[src/rtl/pixel_stream_pkg.sv]
`default_nettype none
// ============================================================================
// Module      : pixel_stream_pkg
// Description : Shared constants for the row-oriented pixel stream receiver:
//               pixel width, error flag bit positions and FSM state codes.
// Revision    : 1.0 - initial release
// ============================================================================
package pixel_stream_pkg;

    localparam int PIX_W = 24;

    // Bit positions inside the sticky error flag vector
    localparam int ERR_SHORT   = 0;   // H_Jump before the row was full
    localparam int ERR_LONG    = 1;   // extra pixel after the row was full
    localparam int ERR_RESTART = 2;   // Start seen while a frame was running
    localparam int ERR_BOTH    = 3;   // H_Valid and H_Jump in the same cycle
    localparam int ERR_W       = 4;

    // Receiver states
    localparam logic [1:0] ST_IDLE  = 2'd0;   // waiting for Start
    localparam logic [1:0] ST_PIXEL = 2'd1;   // accepting row pixels
    localparam logic [1:0] ST_EOL   = 2'd2;   // row full, awaiting H_Jump

endpackage
`default_nettype wire

[src/rtl/pixel_stream_receiver_if.sv]
`default_nettype none
// ============================================================================
// Module      : pixel_stream_receiver_if
// Description : Bundles the pixel stream input and the frame-buffer write /
//               status outputs of the receiver.
//               master : stream source (drives Start/H_Valid/H_Jump/Bmp_Data)
//               slave  : receiver     (drives Wr_*, Busy, Frame_Done, Err_Flags)
// Revision    : 1.0 - initial release
// ============================================================================
interface pixel_stream_receiver_if
    import pixel_stream_pkg::*;
#(
    parameter int W  = 256,
    parameter int H  = 256,
    parameter int AW = $clog2(W * H)
);
    logic              Start_in;
    logic              H_Valid_in;
    logic              H_Jump_in;
    logic [PIX_W-1:0]  Bmp_Data;
    logic              Wr_En;
    logic [AW-1:0]     Wr_Addr;
    logic [PIX_W-1:0]  Wr_Data;
    logic              Busy;
    logic              Frame_Done;
    logic [ERR_W-1:0]  Err_Flags;

    modport master (
        output Start_in, H_Valid_in, H_Jump_in, Bmp_Data,
        input  Wr_En, Wr_Addr, Wr_Data, Busy, Frame_Done, Err_Flags
    );

    modport slave (
        input  Start_in, H_Valid_in, H_Jump_in, Bmp_Data,
        output Wr_En, Wr_Addr, Wr_Data, Busy, Frame_Done, Err_Flags
    );
endinterface
`default_nettype wire

[src/rtl/pixel_stream_receiver.sv]
`default_nettype none
// ============================================================================
// Module      : pixel_stream_receiver
// Description : Receives a row-oriented pixel stream (Start with first pixel,
//               W valid pixels per row, one H_Jump per row) and converts it
//               into linear frame-buffer writes at row*W+col. Pulses
//               Frame_Done after the last row's H_Jump, and aborts to IDLE on
//               framing violations while recording sticky error flags.
// Ports       : Clk_in  - clock, all logic on rising edge
//               Rst_in  - synchronous active-high reset
//               bus     - stream inputs and write/status outputs (slave side)
// Revision    : 1.0 - initial release
// ============================================================================
module pixel_stream_receiver
    import pixel_stream_pkg::*;
#(
    parameter int W  = 256,
    parameter int H  = 256,
    parameter int AW = $clog2(W * H)
) (
    input  logic                     Clk_in,
    input  logic                     Rst_in,
    pixel_stream_receiver_if.slave   bus
);

    localparam int COL_W = $clog2(W);
    localparam int ROW_W = $clog2(H) + 1;
    localparam logic [COL_W-1:0] COL_LAST = COL_W'(W - 1);
    localparam logic [ROW_W-1:0] ROW_LAST = ROW_W'(H - 1);

    logic [1:0]       state;
    logic [1:0]       next_state;
    logic [COL_W-1:0] col;
    logic [ROW_W-1:0] row;
    logic [AW-1:0]    addr;       // running write address, replaces row*W+col

    logic             frame_start;
    logic             pix_write;
    logic             row_jump;
    logic             last_jump;
    logic [ERR_W-1:0] err_set;

    wire valid = bus.H_Valid_in;
    wire jump  = bus.H_Jump_in;
    wire start = bus.Start_in & bus.H_Valid_in;

    // Event decode. Valid+Jump outranks everything else once a frame is
    // running, and a mid-frame Start outranks the normal PIXEL/EOL rules.
    always_comb begin
        next_state  = state;
        frame_start = 1'b0;
        pix_write   = 1'b0;
        row_jump    = 1'b0;
        last_jump   = 1'b0;
        err_set     = '0;
        if (state == ST_IDLE) begin
            if (start) begin
                frame_start = 1'b1;
                next_state  = ST_PIXEL;
            end
        end else if (valid && jump) begin
            err_set[ERR_BOTH] = 1'b1;
            next_state        = ST_IDLE;
        end else if (start) begin
            err_set[ERR_RESTART] = 1'b1;
            frame_start          = 1'b1;
            next_state           = ST_PIXEL;
        end else if (state == ST_PIXEL) begin
            if (valid) begin
                pix_write = 1'b1;
                if (col == COL_LAST) begin
                    next_state = ST_EOL;
                end
            end else if (jump) begin
                err_set[ERR_SHORT] = 1'b1;
                next_state         = ST_IDLE;
            end
        end else begin
            if (jump) begin
                row_jump = 1'b1;
                if (row == ROW_LAST) begin
                    last_jump  = 1'b1;
                    next_state = ST_IDLE;
                end else begin
                    next_state = ST_PIXEL;
                end
            end else if (valid) begin
                err_set[ERR_LONG] = 1'b1;
                next_state        = ST_IDLE;
            end
        end
    end

    always_ff @(posedge Clk_in) begin
        if (Rst_in) begin
            state          <= ST_IDLE;
            col            <= '0;
            row            <= '0;
            addr           <= '0;
            bus.Wr_En      <= 1'b0;
            bus.Wr_Addr    <= '0;
            bus.Wr_Data    <= '0;
            bus.Busy       <= 1'b0;
            bus.Frame_Done <= 1'b0;
            bus.Err_Flags  <= '0;
        end else begin
            state          <= next_state;
            bus.Busy       <= (next_state != ST_IDLE);
            bus.Frame_Done <= last_jump;
            bus.Wr_En      <= frame_start | pix_write;

            // A Start from IDLE begins a clean frame; a resync keeps history.
            if (frame_start && (state == ST_IDLE)) begin
                bus.Err_Flags <= '0;
            end else begin
                bus.Err_Flags <= bus.Err_Flags | err_set;
            end

            if (frame_start) begin
                bus.Wr_Addr <= '0;
                bus.Wr_Data <= bus.Bmp_Data;
                addr        <= AW'(1);
                col         <= COL_W'(1);
                row         <= '0;
            end else if (pix_write) begin
                bus.Wr_Addr <= addr;
                bus.Wr_Data <= bus.Bmp_Data;
                addr        <= addr + AW'(1);
                col         <= col + COL_W'(1);
            end else if (row_jump) begin
                col <= '0;
                row <= row + ROW_W'(1);
            end
        end
    end

endmodule
`default_nettype wire

[src/flat_wrapper.sv]
// flat-port wrapper written by rule: the top's interface ports become plain ports
module pixel_stream_receiver_flat import pixel_stream_pkg::*;
#(
    parameter int W  = 256,
    parameter int H  = 256,
    parameter int AW = $clog2(W * H)
)
  (Clk_in, Rst_in, bus_Start_in, bus_H_Valid_in, bus_H_Jump_in, bus_Bmp_Data, bus_Wr_En, bus_Wr_Addr, bus_Wr_Data, bus_Busy, bus_Frame_Done, bus_Err_Flags);
  pixel_stream_receiver_if #(.W(W), .H(H), .AW(AW)) bus_i ();
  input  logic Clk_in;
  input  logic Rst_in;
  input wire logic [$bits(bus_i.Start_in)-1:0] bus_Start_in;
  input wire logic [$bits(bus_i.H_Valid_in)-1:0] bus_H_Valid_in;
  input wire logic [$bits(bus_i.H_Jump_in)-1:0] bus_H_Jump_in;
  input wire logic [$bits(bus_i.Bmp_Data)-1:0] bus_Bmp_Data;
  output wire logic [$bits(bus_i.Wr_En)-1:0] bus_Wr_En;
  output wire logic [$bits(bus_i.Wr_Addr)-1:0] bus_Wr_Addr;
  output wire logic [$bits(bus_i.Wr_Data)-1:0] bus_Wr_Data;
  output wire logic [$bits(bus_i.Busy)-1:0] bus_Busy;
  output wire logic [$bits(bus_i.Frame_Done)-1:0] bus_Frame_Done;
  output wire logic [$bits(bus_i.Err_Flags)-1:0] bus_Err_Flags;
  assign bus_i.Start_in = bus_Start_in;
  assign bus_i.H_Valid_in = bus_H_Valid_in;
  assign bus_i.H_Jump_in = bus_H_Jump_in;
  assign bus_i.Bmp_Data = bus_Bmp_Data;
  assign bus_Wr_En = bus_i.Wr_En;
  assign bus_Wr_Addr = bus_i.Wr_Addr;
  assign bus_Wr_Data = bus_i.Wr_Data;
  assign bus_Busy = bus_i.Busy;
  assign bus_Frame_Done = bus_i.Frame_Done;
  assign bus_Err_Flags = bus_i.Err_Flags;
  pixel_stream_receiver #(.W(W), .H(H), .AW(AW)) u_core (.Clk_in(Clk_in), .Rst_in(Rst_in), .bus(bus_i));
endmodule
[config.mk]
export PLATFORM = sky130hd
export DESIGN_NAME = pixel_stream_receiver_flat
export DESIGN_NICKNAME = d
export VERILOG_FILES = /design/src/rtl/pixel_stream_pkg.sv /design/src/rtl/pixel_stream_receiver_if.sv /design/src/rtl/pixel_stream_receiver.sv /design/src/flat_wrapper.sv
export SDC_FILE = /design/constraint.sdc
export NUM_CORES = 1
export LEC_CHECK = 0
export CAP_MARGIN = 10
export CELL_PAD_IN_SITES_DETAIL_PLACEMENT = 0
export CELL_PAD_IN_SITES_GLOBAL_PLACEMENT = 2
export CORE_ASPECT_RATIO = 0.8
export CORE_MARGIN = 2
export CORE_UTILIZATION = 32
export DETAILED_ROUTE_END_ITERATION = 10
export GPL_ROUTABILITY_DRIVEN = 0
export PLACE_DENSITY_LB_ADDON = 0.1
export REMOVE_ABC_BUFFERS = 1
export SETUP_SLACK_MARGIN = 0.4
export SYNTH_ARGS = -nofsm -noshare
export SYNTH_HDL_FRONTEND = slang
export SYNTH_SLANG_ARGS = --single-unit
[constraint.sdc]
create_clock -name Clk_in -period 4.7 [get_ports Clk_in]
set_clock_uncertainty 0.2 [all_clocks]
set_input_delay 0.94 -clock Clk_in [delete_from_list [all_inputs] [get_ports Clk_in]]
set_output_delay 0.94 -clock Clk_in [all_outputs]
set_load 0.01 [all_outputs]
After elaboration in Yosys (flattened, before gate mapping)
Cells that the tools add are included.
- reduce and logical (&&, ||, !) cells: 11
- $add $sub $neg: 3
- multiplexer cells: 40
- equal/unequal tests: 3
- bitwise gates (word level): 5
- operators by type and width (operator ; count):
    two-way mux 24 bit ; 2
    two-way mux 1 bit ; 23
    two-way mux 2 bit ; 11
    adder 16 x 1 -> 16 bit, second input constant ; 1
    two-way mux 8 bit ; 2
    adder 9 x 1 -> 9 bit, second input constant ; 1
    == test 9 x 8 -> 1 bit, second input constant ; 1
    adder 8 x 1 -> 8 bit, second input constant ; 1
    == test 8 bit, second input constant ; 1
    nonzero test 2 bit ; 3
    OR reduction 6 bit ; 1
    two-way mux 4 bit ; 1
    OR 4 bit ; 1
    OR reduction 2 bit ; 2
    two-way mux 3 bit ; 1
    nonzero test 3 bit ; 1
    == test 2 x 1 -> 1 bit, second input constant ; 1
    logical AND 1 bit ; 2
    logical NOT 2 bit ; 1
    inverter 1 bit ; 2
    AND reduction 2 bit ; 1
    AND 1 bit ; 1
    OR 1 bit ; 1
- output and inout bits: 47
- logic and storage cells: 74
- register bits after elaboration: 82

Longest topological paths before layout
Gate-level depths: netlist of the first run.
- word-level depth: 8
- mapped depth: 8
- mapped depth without buffers: 8

Worst setup path before layout of the first run
No wires, ideal clock.
- path type: input -> register
- from: input port bus_H_Jump_in
- to: register u_core.addr[11]
- buffers on the path: 2
- slack: 2.202 ns
- data arrival time: 2.227 ns
- library setup time: 0.070 ns
- required time: 4.430 ns
- stages on the path: 6
- cells stage by stage: buf_4 > nor3b_4 > nand4_2 > buf_2 > or3_1 > a21oi_1
- cells in the longest elaborated chain, start to end: 4
- elaborated cells on any way between the ends: 6
- RTL lines (item ; RTL line ; text):
    start, declared ; flat_wrapper.sv:14 ; input wire logic [$bits(bus_i.H_Jump_in)-1:0] bus_H_Jump_in;
    logical AND 1 bit * ; pixel_stream_receiver.sv:61 ; end else if (valid && jump) begin
    two-way mux 1 bit ; pixel_stream_receiver.sv:61 ;
    two-way mux 1 bit ; pixel_stream_receiver.sv:56 ; if (state == ST_IDLE) begin
    OR reduction 2 bit (no line) ; -- ;
    end signal, assigned ; pixel_stream_receiver.sv:128 ; addr <= addr + AW'(1);
    end, declared ; pixel_stream_receiver.sv:35 ; logic [AW-1:0] addr;
Mark *: on every way between the ends. The rest lies on a longest branch, timed or not.
A chain may end at the register's enable or synchronous reset.

Worst setup path after layout of the first run
- from: input port bus_H_Jump_in
- to: register u_core.addr[13]
The elaborated chain is that of the path after synthesis.

==> results of run 1 <==
[cell families after synthesis]
logic type	after synthesis
muxes	26
buffers and inverters	28
DFF	82
xor gates and xnor gates	15
and+or+nand+nor	189
adders and majority gates	4
AOI/OAI and AO/OA	59
[synthesized netlist by cell type, types with 2 or more instances]
cell type   n
and3b_1     2
or4_1       4
mux2i_1    26
a21oi_1    34
o31ai_1     4
nor2b_1     4
ha_1        4
nor3_1      8
buf_2       5
nand2b_1   53
inv_1       4
dfxtp_1    82
nand2_1    51
or3_1       6
and2_1      6
o21a_1      4
clkbuf_1   15
xnor2_1     9
buf_4       4
nand3_1    15
o21ai_0     7
nand4_1     7
a211oi_1    3
and4_1      2
and3_1      2
xor2_1      6
nor2_1     20
[sequential cells by signal, indices dropped and copies added (netlist names)]
signal / flops
u_core.addr: 16
u_core.state: 2
u_core.bus.Busy: 1
u_core.row: 9
u_core.col: 8
u_core.bus.Wr_En: 1
u_core.bus.Wr_Data: 24
u_core.bus.Err_Flags: 4
u_core.bus.Wr_Addr: 16
u_core.bus.Frame_Done: 1
[through the flow]
step	util [%]	power (mW)	area (µm²)	hold WS [ns]	setup slack, ns
2_1_floorplan	-	0.799	3470	0.240	1.88
3_3_place_gp	40.7	0.875	4430	0.245	1.36
3_5_place_dp	40.7	0.876	4430	0.246	1.25
4_1_cts	43.5	1.60	4730	0.254	1.60
5_1_grt	43.5	1.64	4730	0.272	1.44
6_report	43.5	1.56	4730	0.252	1.61
[final timing paths]
check | from | endpoint | slack (ns) | cells after the start
setup / recovery | bus_H_Jump_in | u_core.addr[13]$_SDFFE_PP0P_ | 1.61 | 5
hold / removal | u_core.bus.Wr_Addr[14]$_SDFFE_PP0P_ | u_core.bus.Wr_Addr[14]$_SDFFE_PP0P_ | 0.25 | 2
setup reg to reg | u_core.state[0]$_SDFF_PP0_ | u_core.addr[13]$_SDFFE_PP0P_ | 2.43 | 4
hold reg to reg | u_core.bus.Wr_Addr[14]$_SDFFE_PP0P_ | u_core.bus.Wr_Addr[14]$_SDFFE_PP0P_ | 0.25 | 2
[cells in the final DEF, fill, tap and decap left out, types with 2 or more instances in the layout]
cell type	n
dfxtp_1	82
clkdlybuf4s50_1	75
nand2b_1	53
nand2_1	51
a21oi_1	34
mux2i_1	26
nor2_1	20
nand3_1	15
xnor2_1	9
clkbuf_16	9
nor3_1	8
nand4_1	7
o21ai_0	7
and2_1	6
xor2_1	6
or3_1	6
buf_4	5
inv_1	4
nor2b_1	4
o21a_1	4
o31ai_1	4
or4_1	4
ha_1	4
a211oi_1	3
clkbuf_1	3
and4_1	2
and3_1	2
and3b_1	2
clkbuf_8	2
[power groups by stage]
stage / combinational [mW] / sequential [mW] / clock [mW]
2_1_floorplan: 0.0561 / 0.743 / 0
3_3_place_gp: 0.138 / 0.737 / 0
3_5_place_dp: 0.138 / 0.738 / 0
4_1_cts: 0.139 / 0.722 / 0.735
5_1_grt: 0.150 / 0.724 / 0.763
6_report: 0.136 / 0.722 / 0.701
[critical path: cells and delay by family]
kind                   cells  cell delay (ns)
buffers and inverters      1             0.61
AO/OA/AOI/OAI              1             0.16
AND/OR/NAND/NOR            3             1.44
[layout make-up]
type / count / share of cell area, %
clock buffers: 14 / 5.58
clock inverters: 2 / 0.740
inverters: 4 / 0.317
multi-input cells: 293 / 38.2
flip-flops and latches: 82 / 34.7
well taps: 144 / 3.81
repair buffers: 80 / 16.7
[metal layers]
metal,vias up,track usage (%),part of all wire (%)
li1,1503,-,-
met1,1354,19.3,50
met2,50,21.4,45
met3,4,3.76,4.1
met4,0,4.42,0.94
met5,-,0,0
==> summary.md, run 1 <==
The clock latency on the worst-skew pair came out at 0.33 ns. The transition time at the pin with the least slew margin was 0.747 ns. In this design, the stage delay of the slowest critical-path cell is 0.61 ns. In this run the cell area of the synthesized design comes to 0.00358 mm². The simple-gate area share of the yosys netlist works out to 28.6%. The cell row count came out at 34.

Of all cell types, the one taking the most synthesized area is dfxtp_1. Using the TritonRoute via totals, the vias-per-cell ratio works out to 4.70. Number of global-route vias before repair: 2,775.

After detailed routing, the number of remaining DRC violations is 0. The tools report the clock tree buffer depth as 2. The signal on the critical path passes through clkdlybuf4s50_1 > nor3b_4 > nand4_2 > or4_1 > a21oi_1. The class of the tightest hold or removal check was reg2reg. In this run the post-CTS setup repair buffer count came out at 0. The multi-input combinational cells in the finished layout cover a total of 0.00181 mm².

Summed over all nets, the switching power comes to 0.332 mW. The total negative slack for setup checks is 0 ns, and the share of the clock period used by the worst path after layout is 65.7%. For the detailed-router iteration count before antenna repair, the log shows 4. After clock tree synthesis, the clock-pin slew on the worst setup and hold paths is 0.06 ns. Internal power comes to 1.23 mW. Combinational logic burns 8.7% of the power. The final-report max-slew violation count is 0. The wire length reported by the detailed router is 8.05 mm. Cells with a size suffix above 1 make up 5.05% of the layout. For the number of diodes, the log shows 0. In this run, synthesis inferred 0 flip-flops with an integrated enable. The flow ran to the end, and the final reports show no timing, DRC or antenna violations. The worst setup path is launched from a primary input.

The hold violation count in the final report is 0. Setup repair after global routing left no endpoint under its margin. The total of warnings raised by yosys came out at 0. The worst setup path is captured at a flop.

The largest individual stage delay along the critical path comes from the cell clkdlybuf4s50_1. Post-synthesis mux area share: 7.28%. Post-CTS repair changed the size of 0 cells. The total overflow left after global routing is 0.

The floorplan step defined a die boundary enclosing 0.0120 mm². The post-synthesis share of cell area spent on full adders, half adders and majority gates is 1.40%, and the height of the die is 98.6 µm. Setup violations remaining at the end of the flow were counted as 0. Once the floorplan was initialized, standard cells occupied 32.8% of the core. The first global-routing pass estimated 13.5 mm of wire. The buffer type at the clock tree root was clkbuf_16.

The compound-gate portion of the synthesized area is 9.58%, and the final antenna-violating net count is 0. The number of different library cells used by synthesis comes to 43. The post-synthesis xor/xnor area fraction was 3.67%; the normalized max-slew margin was 50.0%. Time the worst path needs with I/O delays and setup: 3.09 ns.

The switching power share of the total works out to 21.3%. In this run the standard cell core region covers 0.0109 mm². TritonCTS built the clock tree. After synthesis the netlist holds a flip-flop and latch count of 82. At the worst endpoint, the arrival time is 3.15 ns. The maximum ir drop on the vdd rail is 0.191 mV.

In the synthesized netlist the dominant register cell turns out to be dfxtp_1. Synthesized area per cell: 8.88 µm². The sequential area share after synthesis came out at 45.9%. By area the synthesized netlist is led by dfxtp_1, nand2b_1, mux2i_1.

In this run the worst path has a maximum fanout of 13. The number of H-tree levels was 3; the highest attainable clock frequency was 0.324 GHz. Across every metal layer, demand over resource in global routing totals 14.0%.

The overall die width is 122 µm. Relative to the synthesized area, the layout overhead comes to 32.3%. The async set-reset flop share out of synthesis works out to 0%. The share of synthesized area in the top cell type comes to 45.9%.

The critical path in this run is classified as in2reg. The placed cell count is 603. The number of buffers inserted by hold repair at cts came out at 0.

In the final routed layout, each cell accounts on average for 13.0 µm. The run gives 403 as the instance count of the mapped netlist. The tools report the DRC marker count from the first detailed-route iteration as 127. The net count of the finished layout is 503. Dividing total power by cell area gives a power density of 329 mW/mm². The sink count of the clock tree is 82. In the final layout, flip-flops and latches occupy 0.00164 mm².

Pin placement for this block handled 76 I/O pins. During placement, the flow inserted port buffers numbering 75. The run gives 1.62 nW as the leakage power figure. For this block, the via count after detailed routing is 2,911. After synthesis, the largest family of logic cells by area is simple AND/OR/NAND/NOR gates. After filler insertion, the fill cell instance count of the layout stands at 1,097. Clock tree synthesis inserted a total of 9 buffers.

Sequential cells burn 46.3% of the power. The placed wire-length estimate was 5.51 mm; the required time at the endpoint of the critical path was 4.76 ns. The initial antenna violation count is 0, and the number of violations of the max-capacitance limit is 0. Per report_power, the clock group accounts for 44.9% of the total. Leaving out filler cells and counting taps, the final layout contains 619. Entering global routing, the biggest net connects 50 pins.
Note: power is estimated with default switching activity, not from simulation.
==> run 2, diff against run 1 <==
--- a/config.mk
+++ b/config.mk
@@ -10,7 +10,7 @@
 export CELL_PAD_IN_SITES_GLOBAL_PLACEMENT = 2
 export CORE_ASPECT_RATIO = 0.8
 export CORE_MARGIN = 2
-export CORE_UTILIZATION = 32
+export CORE_UTILIZATION = 27
 export DETAILED_ROUTE_END_ITERATION = 10
 export GPL_ROUTABILITY_DRIVEN = 0
 export PLACE_DENSITY_LB_ADDON = 0.1
==> constraint.sdc (replaced) <==
create_clock -name Clk_in -period 2.6 [get_ports Clk_in]
set_clock_uncertainty 0.2 [all_clocks]
set_input_delay 0.52 -clock Clk_in [delete_from_list [all_inputs] [get_ports Clk_in]]
set_output_delay 0.52 -clock Clk_in [all_outputs]
set_load 0.01 [all_outputs]
==> summary.md, run 2 (synthesis results as in run 1) <==
Leakage power figure: 1.74 nW (was 1.62 nW). The setup slack on the worst flop-to-flop path came out at 0.61 ns (was 2.43 ns). The maximum number of pins on one net before global-route repair is 47 (was 50), and the time the worst path needs with I/O delays and setup is 2.18 ns. The total I/O pin count is 76 (unchanged).

Largest regs: u_core.bus.Wr_Data x24, u_core.addr x16, u_core.bus.Wr_Addr x16 (unchanged). The global-route wire length before repair came out at 14.8 mm (was 13.5 mm). The placed cell count was 651 (was 603).

The logs give 0 (unchanged) for the final antenna-violating net count and 72.6% (was 50.0%) for the normalized max-slew margin. The most flop-heavy register was u_core.bus.Wr_Data (unchanged). The reg-to-reg critical path startpoint was u_core.row[0]$_SDFFE_PP0P_ (was u_core.state[0]$_SDFF_PP0_). The DRC marker count from the first detailed-route iteration came out at 134 (was 127). The height of the die is 107 µm (was 98.6 µm), and the initial core utilization is 27.7% (was 32.8%). The depth of the worst register-to-register path is 8 (was 4), and the number of H-tree levels is 3 (unchanged). The maximum net fanout on the critical path came out at 7 (was 13).

The run gives 2.94 mW (was 1.56 mW) as the post-layout total power. Of the available clock period, the critical path in the final layout requires 83.7%. The total clock buffers created by CTS was 9 (unchanged); the clock latency on the worst-skew pair was 0.34 ns (was 0.33 ns). The core box area is 0.0129 mm² (was 0.0109 mm²), and the final-report max-slew violation count is 0 (unchanged). Cell with the largest stage delay on the worst path: clkdlybuf4s50_1 (unchanged). Net count of the finished layout: 522 (was 503). The global-route congestion overflow total was 0 (unchanged).

The number of cells on the worst hold path is 2 (unchanged), and the maximum single-stage delay on the critical path is 0.50 ns (was 0.61 ns). Derived from the worst setup path, the maximum achievable clock frequency is 0.460 GHz. The total power divided by cell area works out to 589 mW/mm² (was 329 mW/mm²). The average wire per cell in the routed design came out at 13.4 µm (was 13.0 µm). The critical register-to-register path endpoint was u_core.bus.Busy$_SDFF_PP0_ (was u_core.addr[13]$_SDFFE_PP0P_). The logs give 667 (was 619) for the count of placed standard cells in the final layout, fillers left out and 0 (unchanged) for the post-route DRC violation count.

Transition time at the pin with the least slew margin: 0.410 ns (was 0.747 ns). The run gives 2 (unchanged) as the clock tree buffer depth. The most common cell after layout, fill and taps aside was dfxtp_1 (unchanged). The maximum ir drop on the vdd rail came out at 0.324 mV (was 0.191 mV). The met1 capacity usage during global routing was 17.4% (was 19.3%); the wire length reported by the detailed router was 8.94 mm (was 8.05 mm). The worst hold-check slack was 0.253 ns (was 0.252 ns); the data arrival at the endpoint of the critical path was 2.24 ns (was 3.15 ns).

The logs give 0 (unchanged) for the count of endpoints failing setup in the final report and 2,980 (was 2,911) for the total via count after detailed routing. The flip-flop count of the largest register after layout is 24 (unchanged). The kind of capture point of the worst setup path is a flop (unchanged). The run gives 0 (unchanged) as the buffer count from post-CTS setup fixing. The kind of start point of the critical path is a primary input (unchanged).

The number of buffers inserted by hold repair at cts is 0 (unchanged), and the total track usage is 13.1% (was 14.0%). CP Cell Sequence: clkdlybuf4s50_1 > nor3b_4 > nand4_2 > buf_4 > or3_1 > a21oi_1 (was clkdlybuf4s50_1 > nor3b_4 > nand4_2 > or4_1 > a21oi_1). For the initial antenna violation count, the log shows 0 (unchanged).

For the total negative slack for setup checks, the log shows 0 ns (unchanged). The busiest layer in global routing was met2 (unchanged). The logs give 1,325 (was 1,097) for the number of fill cells and 37 (was 34) for the cell row count. The number of global-route vias before repair was 2,991 (was 2,775).

The run finished with clean final reports. The met2 layer usage reported by global route came out at 20.7% (was 21.4%). The class of the tightest hold or removal check is reg2reg (unchanged). The logs give 6.12 mm (was 5.51 mm) for the placed wire-length estimate and 0 (unchanged) for the number of diodes.

The layout-stage area growth over the synthesis result is 39.7% (was 32.3%), and the number of buffers inserted by port buffering is 75 (unchanged). The classification of the worst setup path was in2reg (unchanged). The run gives 4 (unchanged) as the detailed-router iteration count before antenna repair.

Highest-count cells in the layout ignoring fill and taps: dfxtp_1, clkdlybuf4s50_1, nand2b_1 (unchanged). The routed via count divided by cell count works out to 4.47 (was 4.70). The proportion of layout cells with a drive suffix above 1 was 9.35% (was 5.05%); the sink count of the clock tree was 82 (unchanged). The number of violations of the max-capacitance limit was 0 (unchanged).

The required time at the endpoint of the critical path came out at 2.66 ns (was 4.76 ns). TritonCTS built the clock tree. The overall die width was 133 µm (was 122 µm). The tools report the end of the worst hold path as u_core.bus.Wr_Addr[2]$_SDFFE_PP0P_ (was u_core.bus.Wr_Addr[14]$_SDFFE_PP0P_). The buffer type at the clock tree root is clkbuf_16 (unchanged). The clock-pin slew on the worst setup and hold paths is 0.06 ns (about the same), and the fraction of met3 tracks used by global routing is 3.50% (was 3.76%).

For the full die area, the log shows 0.0142 mm² (was 0.0120 mm²). Setup repair after global routing could not meet its margin everywhere. The beginning of the worst hold path was u_core.bus.Wr_Addr[2]$_SDFFE_PP0P_ (was u_core.bus.Wr_Addr[14]$_SDFFE_PP0P_). The tools report the hold violation count in the final report as 0 (unchanged).
## run 2: cell count changes in the layout (fill, tap and decap cells not counted), moves of 2 or more
cell	change
buf_6	+2
buf_12	+2
clkbuf_1	-2
buf_4	+14
## run 2: area by class of cell
cell class,count,area [µm²],area share (%)
inverter,4,15.0,0.300
multi-input combinational,293,1830,36.7
sequential,82,1640,32.8
timing repair buffer,99,981,19.6
tap,175,219,4.38
clock inverter,3,65.1,1.30
clock buffer,11,243,4.86
## run 2: repair_timing
action	4_1_cts	5_1_grt
gates resized for setup	1	7
pin swaps	0	0
endpoints found under the setup margin	1	60
cloned	0	2
## run 2: worst max path at each step
stage,startpoint,to
CTS,bus_H_Jump_in,u_core.col[2]$_SDFFE_PP0P_
global route,bus_H_Jump_in,u_core.addr[9]$_SDFFE_PP0P_
floorplan,bus_H_Jump_in,u_core.bus.Wr_Data[0]$_SDFFE_PP0P_
finish,bus_H_Jump_in,u_core.addr[9]$_SDFFE_PP0P_
global placement,bus_H_Jump_in,u_core.col[2]$_SDFFE_PP0P_
detailed placement,bus_H_Jump_in,u_core.col[2]$_SDFFE_PP0P_
## run 2: per-stage QoR
| stage | setup slack (ns) | cell area [µm²] | utilization (%) |
|---|---|---|---|
| global route | 0.359 | 5000 | 38.7 |
| CTS | 0.430 | 4940 | 38.2 |
| detailed placement | 0.0511 | 4630 | 35.8 |
| floorplan | 0.196 | 3470 | - |
| global placement | 0.0400 | 4630 | 35.8 |
| finish | 0.425 | 5000 | 38.7 |
## run 2: where the power goes
| part | total, mW | internal, mW | switching (mW) |
|---|---|---|---|
| registers | 1.31 | 1.29 | 0.0197 |
| logic | 0.284 | 0.159 | 0.125 |
| clock network | 1.35 | 0.855 | 0.495 |
| total | 2.94 | 2.30 | 0.640 |
## run 2: worst max-delay path: cells and delay by family
kind | cells | cell delay (ns)
and+or+nand+nor | 3 | 0.85
AOI/OAI and AO/OA | 1 | 0.14
buffers and inverters | 2 | 0.73
## run 2: layer usage
| layer | vias up | routed length [µm] | part of all wire (%) |
|---|---|---|---|
| met5 | - | 0 | 0 |
| met4 | 0 | 137 | 1.5 |
| met3 | 11 | 331 | 3.7 |
| met2 | 42 | 3890 | 43 |
| met1 | 1378 | 4580 | 51 |
| li1 | 1549 | - | - |
